<file path="config.mk">
export PLATFORM = sky130hd
export DESIGN_NAME = shift_cmd_queue
export DESIGN_NICKNAME = d
export VERILOG_FILES = /design/src/rtl/shift_pkg.sv /design/src/rtl/shifter.sv /design/src/rtl/shift_cmd_queue.sv
export SDC_FILE = /design/constraint.sdc
export NUM_CORES = 1
export LEC_CHECK = 0
export ABC_AREA = 1
export BUFFER_PORTS_ARGS = -buffer_cell sky130_fd_sc_hd__buf_2
export CORE_ASPECT_RATIO = 2
export CORE_UTILIZATION = 59
export CTS_CLUSTER_DIAMETER = 200
export CTS_CLUSTER_SIZE = 20
export DETAILED_ROUTE_END_ITERATION = 10
export PLACE_DENSITY = 0.79
export SETUP_SLACK_MARGIN = 0.3
export SLEW_MARGIN = 20
export SYNTH_ARGS = -nofsm -noshare
export SYNTH_HDL_FRONTEND = slang
export SYNTH_SLANG_ARGS = --single-unit
export TNS_END_PERCENT = 30
</file>
<file path="constraint.sdc">
create_clock -name clk -period 2.65 [get_ports clk]
set_input_delay 0.53 -clock clk [delete_from_list [all_inputs] [get_ports clk]]
set_output_delay 0.53 -clock clk [all_outputs]
set_load 0.01 [all_outputs]
</file>
<file path="src/rtl/shift_pkg.sv">
// shift_pkg: shift type codes and the queued command record
package shift_pkg;
  localparam logic [1:0] SH_LEFT = 2'b00;
  localparam logic [1:0] SH_LSR  = 2'b01;
  localparam logic [1:0] SH_ASR  = 2'b10;
  localparam logic [1:0] SH_RSVD = 2'b11;
  typedef struct packed {
    logic [7:0] data;
    logic [3:0] shamt;
    logic [1:0] shtype;
  } shift_cmd_t;
endpackage

</file>
<file path="src/rtl/shifter.sv">
// shifter: combinational 8-bit shifter, amounts 8-15 shift everything out
module shifter
  import shift_pkg::*;
(
  input  logic [7:0] data,
  input  logic [3:0] shamt,
  input  logic [1:0] shtype,
  output logic [7:0] result,
  output logic       err
);
  logic [7:0] asr;
  assign asr = $signed(data) >>> shamt;
  always_comb begin
    result = shtype == SH_LEFT ? data << shamt :
             shtype == SH_LSR  ? data >> shamt :
             shtype == SH_ASR  ? asr : 8'h00;
    err = shtype == SH_RSVD;
  end
endmodule

</file>
<file path="src/rtl/shift_cmd_queue.sv">
// shift_cmd_queue: FIFO of shift commands feeding a shifter into a registered valid/ready output
module shift_cmd_queue
  import shift_pkg::*;
#(
  parameter int DEPTH = 4
) (
  input  logic                       clk,
  input  logic                       rst_n,
  input  logic                       in_valid,
  output logic                       in_ready,
  input  logic [7:0]                 in_data,
  input  logic [3:0]                 in_shamt,
  input  logic [1:0]                 in_shtype,
  output logic                       out_valid,
  input  logic                       out_ready,
  output logic [7:0]                 out_data,
  output logic                       out_err,
  output logic [$clog2(DEPTH+1)-1:0] count
);
  localparam int AW = $clog2(DEPTH);
  localparam int CW = $clog2(DEPTH + 1);
  shift_cmd_t mem [DEPTH];
  logic [AW-1:0] wp, rp;
  logic push, load, empty, err;
  logic [7:0] result;
  shift_cmd_t head;
  assign empty    = count == '0;
  assign in_ready = rst_n && count != CW'(DEPTH);
  assign push     = in_valid && in_ready;
  assign load     = !empty && (!out_valid || out_ready);
  assign head     = mem[rp];
  shifter u_shifter (
    .data   (head.data),
    .shamt  (head.shamt),
    .shtype (head.shtype),
    .result (result),
    .err    (err)
  );
  always_ff @(posedge clk) begin
    if (push) mem[wp] <= '{data: in_data, shamt: in_shamt, shtype: in_shtype};
  end
  always_ff @(posedge clk) begin
    if (!rst_n) begin
      wp        <= '0;
      rp        <= '0;
      count     <= '0;
      out_valid <= 1'b0;
      out_data  <= 8'h00;
      out_err   <= 1'b0;
    end else begin
      if (push) wp <= wp + 1'b1;
      if (load) begin
        rp        <= rp + 1'b1;
        out_data  <= result;
        out_err   <= err;
        out_valid <= 1'b1;
      end else if (out_ready) begin
        out_valid <= 1'b0;
      end
      count <= count + CW'(push) - CW'(load);
    end
  end
endmodule

</file>
Word level (Yosys, flattened, before mapping)
Memory sizes are Yosys's and may differ from the RTL's. A register that Yosys moved wholly into a read port is not among the register bits.
Index checks and enable logic that the tools add are counted.
{"block": "word_totals", "register_bits": 17, "ramBits": 56, "input_bits": 18, "elab_cells": 36, "memories": 1}
{"name": "mem", "words": 4, "width": 14, "read_ports": 1, "rd_ports_with_merged_regs": 1, "write_ports": 1, "line_no": "shift_cmd_queue.sv:22", "text": "shift_cmd_t mem [DEPTH];"}
{"block": "classes", "n_addsub": 4, "n_eq_ne": 4, "n_shift": 3, "muxes": 9, "n_reduce_logical": 9}
{"op": "two-way mux 8 bit", "n": 3}
{"op": "<< shifter 8 x 4 -> 8 bit", "n": 1}
{"op": "right shift 8 x 4 -> 8 bit", "n": 1}
{"op": ">>> shifter 8 x 4 -> 8 bit", "n": 1}
{"op": "adder 2 x 1 -> 2 bit (second input constant)", "n": 2}
{"op": "== test 2 bit (second input constant)", "n": 2}
{"op": "two-way mux 1 bit", "n": 4}
{"op": "two-way mux 2 bit", "n": 2}
{"op": "adder 3 x 1 -> 3 bit", "n": 1}
{"op": "logical AND 1 bit", "n": 3}
{"op": "zero test 3 bit", "n": 1}
{"op": "!= test 3 bit (second input constant)", "n": 1}
{"op": "subtractor 3 x 1 -> 3 bit", "n": 1}
{"op": "== test 2 x 1 -> 1 bit (second input constant)", "n": 1}
{"op": "zero test 1 bit", "n": 2}
{"op": "zero test 2 bit", "n": 1}
{"op": "nonzero test 2 bit", "n": 1}
{"op": "logical OR 1 bit", "n": 1}

Depth between registers and ports, before layout
{"block": "logic_depth", "depth_word": 5, "ltp_mapped": 15, "depth_no_buf": 15}

Hierarchy
Synthesis repeated with hierarchy kept, for this count alone.
{"block": "hier_totals", "cells_unflattened": 394, "hier_area_um2": 3602.2}
{"module": "shift_cmd_queue", "instances": 1, "cells_per_inst": 246, "area_each_um2": 2925.3}
{"module": "shifter", "instances": 1, "cells_per_inst": 148, "area_each_um2": 676.9}

Least setup slack after synthesis
OpenSTA, ideal clock, no wires.
{"block": "synth_timing", "kind": "input to register", "from": "in out_ready", "to": "reg count[2]", "arrival_ns": 2.319, "required_time_ns": 2.524, "setup_slack_ns": 0.205, "cell_stages": 11, "n_path_buf": 1, "path_cell_list": "nor2_1 a31oi_2 clkbuf_1 ha_1 inv_1 ha_1 inv_1 fa_1 xor2_1 o21ai_0 a21oi_1"}
{"block": "synth_via", "elab_chain_cells": 3}
{"item": "from (decl)", "line_no": "shift_cmd_queue.sv:15", "text": "input logic out_ready,"}
{"item": "logical OR 1 bit", "line_no": "shift_cmd_queue.sv:30", "text": "assign load = !empty && (!out_valid || out_ready);"}
{"item": "logical AND 1 bit", "line_no": "shift_cmd_queue.sv:30"}
{"item": "via load", "line_no": "shift_cmd_queue.sv:24", "text": "logic push, load, empty, err;"}
{"item": "subtractor 3 x 1 -> 3 bit", "line_no": "shift_cmd_queue.sv:60", "text": "count <= count + CW'(push) - CW'(load);"}
{"item": "to (signal assigned)", "line_no": "shift_cmd_queue.sv:60"}
{"item": "to (decl)", "line_no": "shift_cmd_queue.sv:18", "text": "output logic [$clog2(DEPTH+1)-1:0] count"}
The timed path passes the listed nets, and every way through them passes these cells.
A chain may end at the register's enable or synchronous reset.

Worst setup path after layout
{"block": "layout_timing", "from": "reg count[1]", "to": "reg count[2]"}
{"block": "layout_via", "elab_chain_cells": 5}
{"item": "!= test 3 bit", "line_no": "shift_cmd_queue.sv:28", "text": "assign in_ready = rst_n && count != CW'(DEPTH);"}
{"item": "logical AND 1 bit", "line_no": "shift_cmd_queue.sv:28"}
{"item": "logical AND 1 bit", "line_no": "shift_cmd_queue.sv:29", "text": "assign push = in_valid && in_ready;"}
{"item": "adder 3 x 1 -> 3 bit", "line_no": "shift_cmd_queue.sv:60"}
{"item": "subtractor 3 x 1 -> 3 bit *", "line_no": "shift_cmd_queue.sv:60"}
Mark *: on every way between the ends. The rest lies on a longest branch, timed or not.

==> results by group <==
Timing
  – Total negative slack: 0 ns
  – Max-slew violation count: 0
  – Final hold violations: 0
  – Unrepaired setup endpoints after global routing: false
  – Min Tclk post-route: 2.15 ns
  – Layout Skew: 0.00460 ns
  – Slew @ Worst Pin: 0.464 ns
  – Setup violations, final: 0
  – Final period util: 0.812
  – Max Freq: 465 MHz
  – Slew headroom: 0.690

Run status
  – Status: completed

Placed design
  – Gp weighted congestion: 0.969
  – Port Buffers: 31
  – DPL Wire Length: 5400 um

Synthesis
  – Yosys Warn Count: 0
  – Synthesized net count: 461
  – Seq/Total Area, Yosys: 0.548
  – Synth cell count leaders: nand2_1 (149), edfxtp_1 (56), inv_1 (51), nand3_1 (40)
  – Post-synth top area cell: edfxtp_1
  – Synthesized area per cell: 8.64 sq um
  – Async SR Flop Fraction: 0
  – Most used DFF post-synth: edfxtp_1
  – Synth top area cells: edfxtp_1 (45%), nand2_1 (15%), dfxtp_1 (10%)
  – EDFF count, synth: 56
  – Post-synthesis cell type count: 31
  – Synthesized flop and latch total: 75
  – Cells after Synth: 436
  – Count leader, synth: nand2_1
  – Mapped Area: 3770 sq um
  – Top-area cell type share of the netlist area: 0.447

Floorplanning
  – Die width: 58.5 um
  – Core area: 6060 sq um
  – FP Rows: 40
  – Chip Height: 115 um
  – I/O Pins: 32
  – Initial Util: 0.622
  – Die Footprint: 6730 sq um

Critical path
  – Most frequent CP cell: inv_1
  – Crit Path Max Fanout: 4
  – Largest stage delay on the critical path: 0.40 ns
  – Crit path to: count[2]
  – R2r setup slk: 0.50 ns
  – FF-to-FF Start: count[1]
  – Worst endpoint required time: 2.86 ns
  – Crit end category: register
  – WS Path Type: register to register
  – CP startpoint kind: register
  – CP startpoint: count[1]
  – Crit-path cells: inv_1 > a31oi_2 > nand2_2 > ha_1 > inv_1 > ha_1 > inv_1 > fa_1 > xor2_2 > o21ai_0 > a21oi_1
  – Crit-path slowest cell: fa_1
  – Worst Reg2Reg Path Length in Cells: 11
  – Worst Path Arrival: 2.37 ns
  – Reg2Reg Capture Point: count[2]

Final layout
  – Fill cell count: 475
  – Area Growth Syn to Fin: 14.8%
  – Layout cells sized above 1: 0.188
  – Antenna Cells: 0
  – Nets: 500

Power and ir drop
  – VDD IR max: 0.673 mV
  – PD cells: 1190 nW/um^2
  – Static leakage: 1.98 nW
  – Total Power: 5.15 mW

Routing
  – Drt via density: 5.23
  – DRT Pass-1 Iters: 4
  – Iter 0 DRT Violations: 142
  – DRC violations left: 0
  – Routed wire length: 7460 um
  – Number of routed nets with antenna violations: 0
  – Vias: 2949
  – Drt wl/cell: 13.2 um

Global route
  – Total track usage: 0.249
  – Largest net degree at the start of global routing: 31
  – Global-route wire length before repair: 12200 um
  – Grt total ovfl: 0
  – Initial antenna violation count: 0
  – Vias in the first global route: 2897

Flow run
  – Max-cap violations: 0

Clocking
  – Clk sink count: 75
  – H-tree lvl count: 3
  – Clock root cell: clkbuf_16
  – CTS buffer count: 9
  – Clock Latency Late Sink: 0.33 ns
  – CTS Buffer Depth: 2
  – CTS tree: yes
  – CTS Hold Bufs: 0
  – CTS clk-pin slew, worst paths: 0.06 ns

Worst hold path
  – Hold path startpoint: in_data[0]
  – Hold Path Class: input port to register
-- state kept, by name, indices dropped and copies added, names as in the netlist, named ones only --
name / flops
mem: 56
out_data: 8
count: 3
rp: 2
wp: 2
out_err: 1
out_valid: 1
-- cell families (layout without fill, tap and decap cells) --
group                    Yosys count  in the layout  share of synthesized area
adder cells (fa/ha/maj)            7              7                     0.0252
buffers and inverters             72            116                     0.0860
XOR/XNOR                           1              1                    0.00233
AO/OA/AOI/OAI                     57             57                     0.0860
flip-flops                        75             75                      0.548
AND/OR/NAND/NOR                  224            224                      0.253
-- where the power goes --
part | switching, mW | internal [mW] | total (mW) | leakage, nW
Clock | 0.450 | 0.728 | 1.18 | 0.136
Sequential | 0.0647 | 1.41 | 1.48 | 0.666
Combinational | 1.70 | 0.804 | 2.50 | 1.18
Total | 2.21 | 2.94 | 5.15 | 1.98
-- metrics by stage --
stage / util / worst slack, ns / hold slack [ns] / instances / cell area, sq um
floorplan: - / 0.354 / 0.482 / 436 / 3780
global placement: 0.663 / 0.296 / 0.483 / 547 / 4010
detailed placement: 0.663 / 0.233 / 0.481 / 547 / 4010
CTS: 0.711 / 0.389 / 0.402 / 563 / 4310
global route: 0.714 / 0.330 / 0.404 / 564 / 4320
finish: 0.714 / 0.498 / 0.408 / 564 / 4320
-- critical path: cells and delay by family, from the launching register on --
kind | cells | cell delay [ns]
simple gates | 1 | 0.09
fa+ha+maj | 3 | 0.83
compound gates | 3 | 0.36
xor+xnor | 1 | 0.17
buf+inv | 3 | 0.21
flops | 1 | 0.39
-- placed cells by master (no fill, tap or decap), types with 2 or more instances in the layout --
cell type   instances
nand2_1           148
edfxtp_1           56
inv_1              51
nand3_1            40
buf_2              31
a21oi_1            19
o21ai_0            18
dfxtp_1            18
nor2_1             17
nand2_2            13
o21ai_1            11
buf_4              11
clkbuf_16           9
inv_2               7
ha_1                6
o211ai_2            2
a21oi_2             2
clkinvlp_4          2
clkinv_4            2
-- worst min-delay path by stage --
| stage | endpoint | slack [ns] | cells past startpoint |
|---|---|---|---|
| finish | mem[2][6] | 0.41 | 1 |
| global route | mem[0][3] | 0.40 | 1 |
| CTS | mem[2][9] | 0.40 | 1 |
| detailed placement | count[2] | 0.48 | 1 |
| global placement | count[2] | 0.48 | 1 |
| floorplan | register | 0.48 | 2 |
-- metal layers --
metal	share of wire	vias to the layer above	global-route usage	wire length, um
li1	-	1488	-	-
met1	0.36	1353	0.244	2700
met2	0.56	83	0.438	4200
met3	0.032	25	0.0484	241
met4	0.042	0	0.200	314
met5	0	-	0	0
-- cell type report --
class                           instances  area, sq um  area share
Clock buffer                           10          229      0.0530
Clock inverter                          6         66.3      0.0153
Inverter                               58          218      0.0503
Multi-Input combinational cell        289         1410       0.325
Sequential cell                        75         2060       0.477
Tap cell                               84          105      0.0243
Timing Repair Buffer                   42          238      0.0550
-- repair_timing --
action                                  in CTS  in global routing
endpoints found under the setup margin       0                  1
resized for setup                            0                  2
setup buffers                                0                  1
No activity file was read; power rests on OpenSTA's default activity.
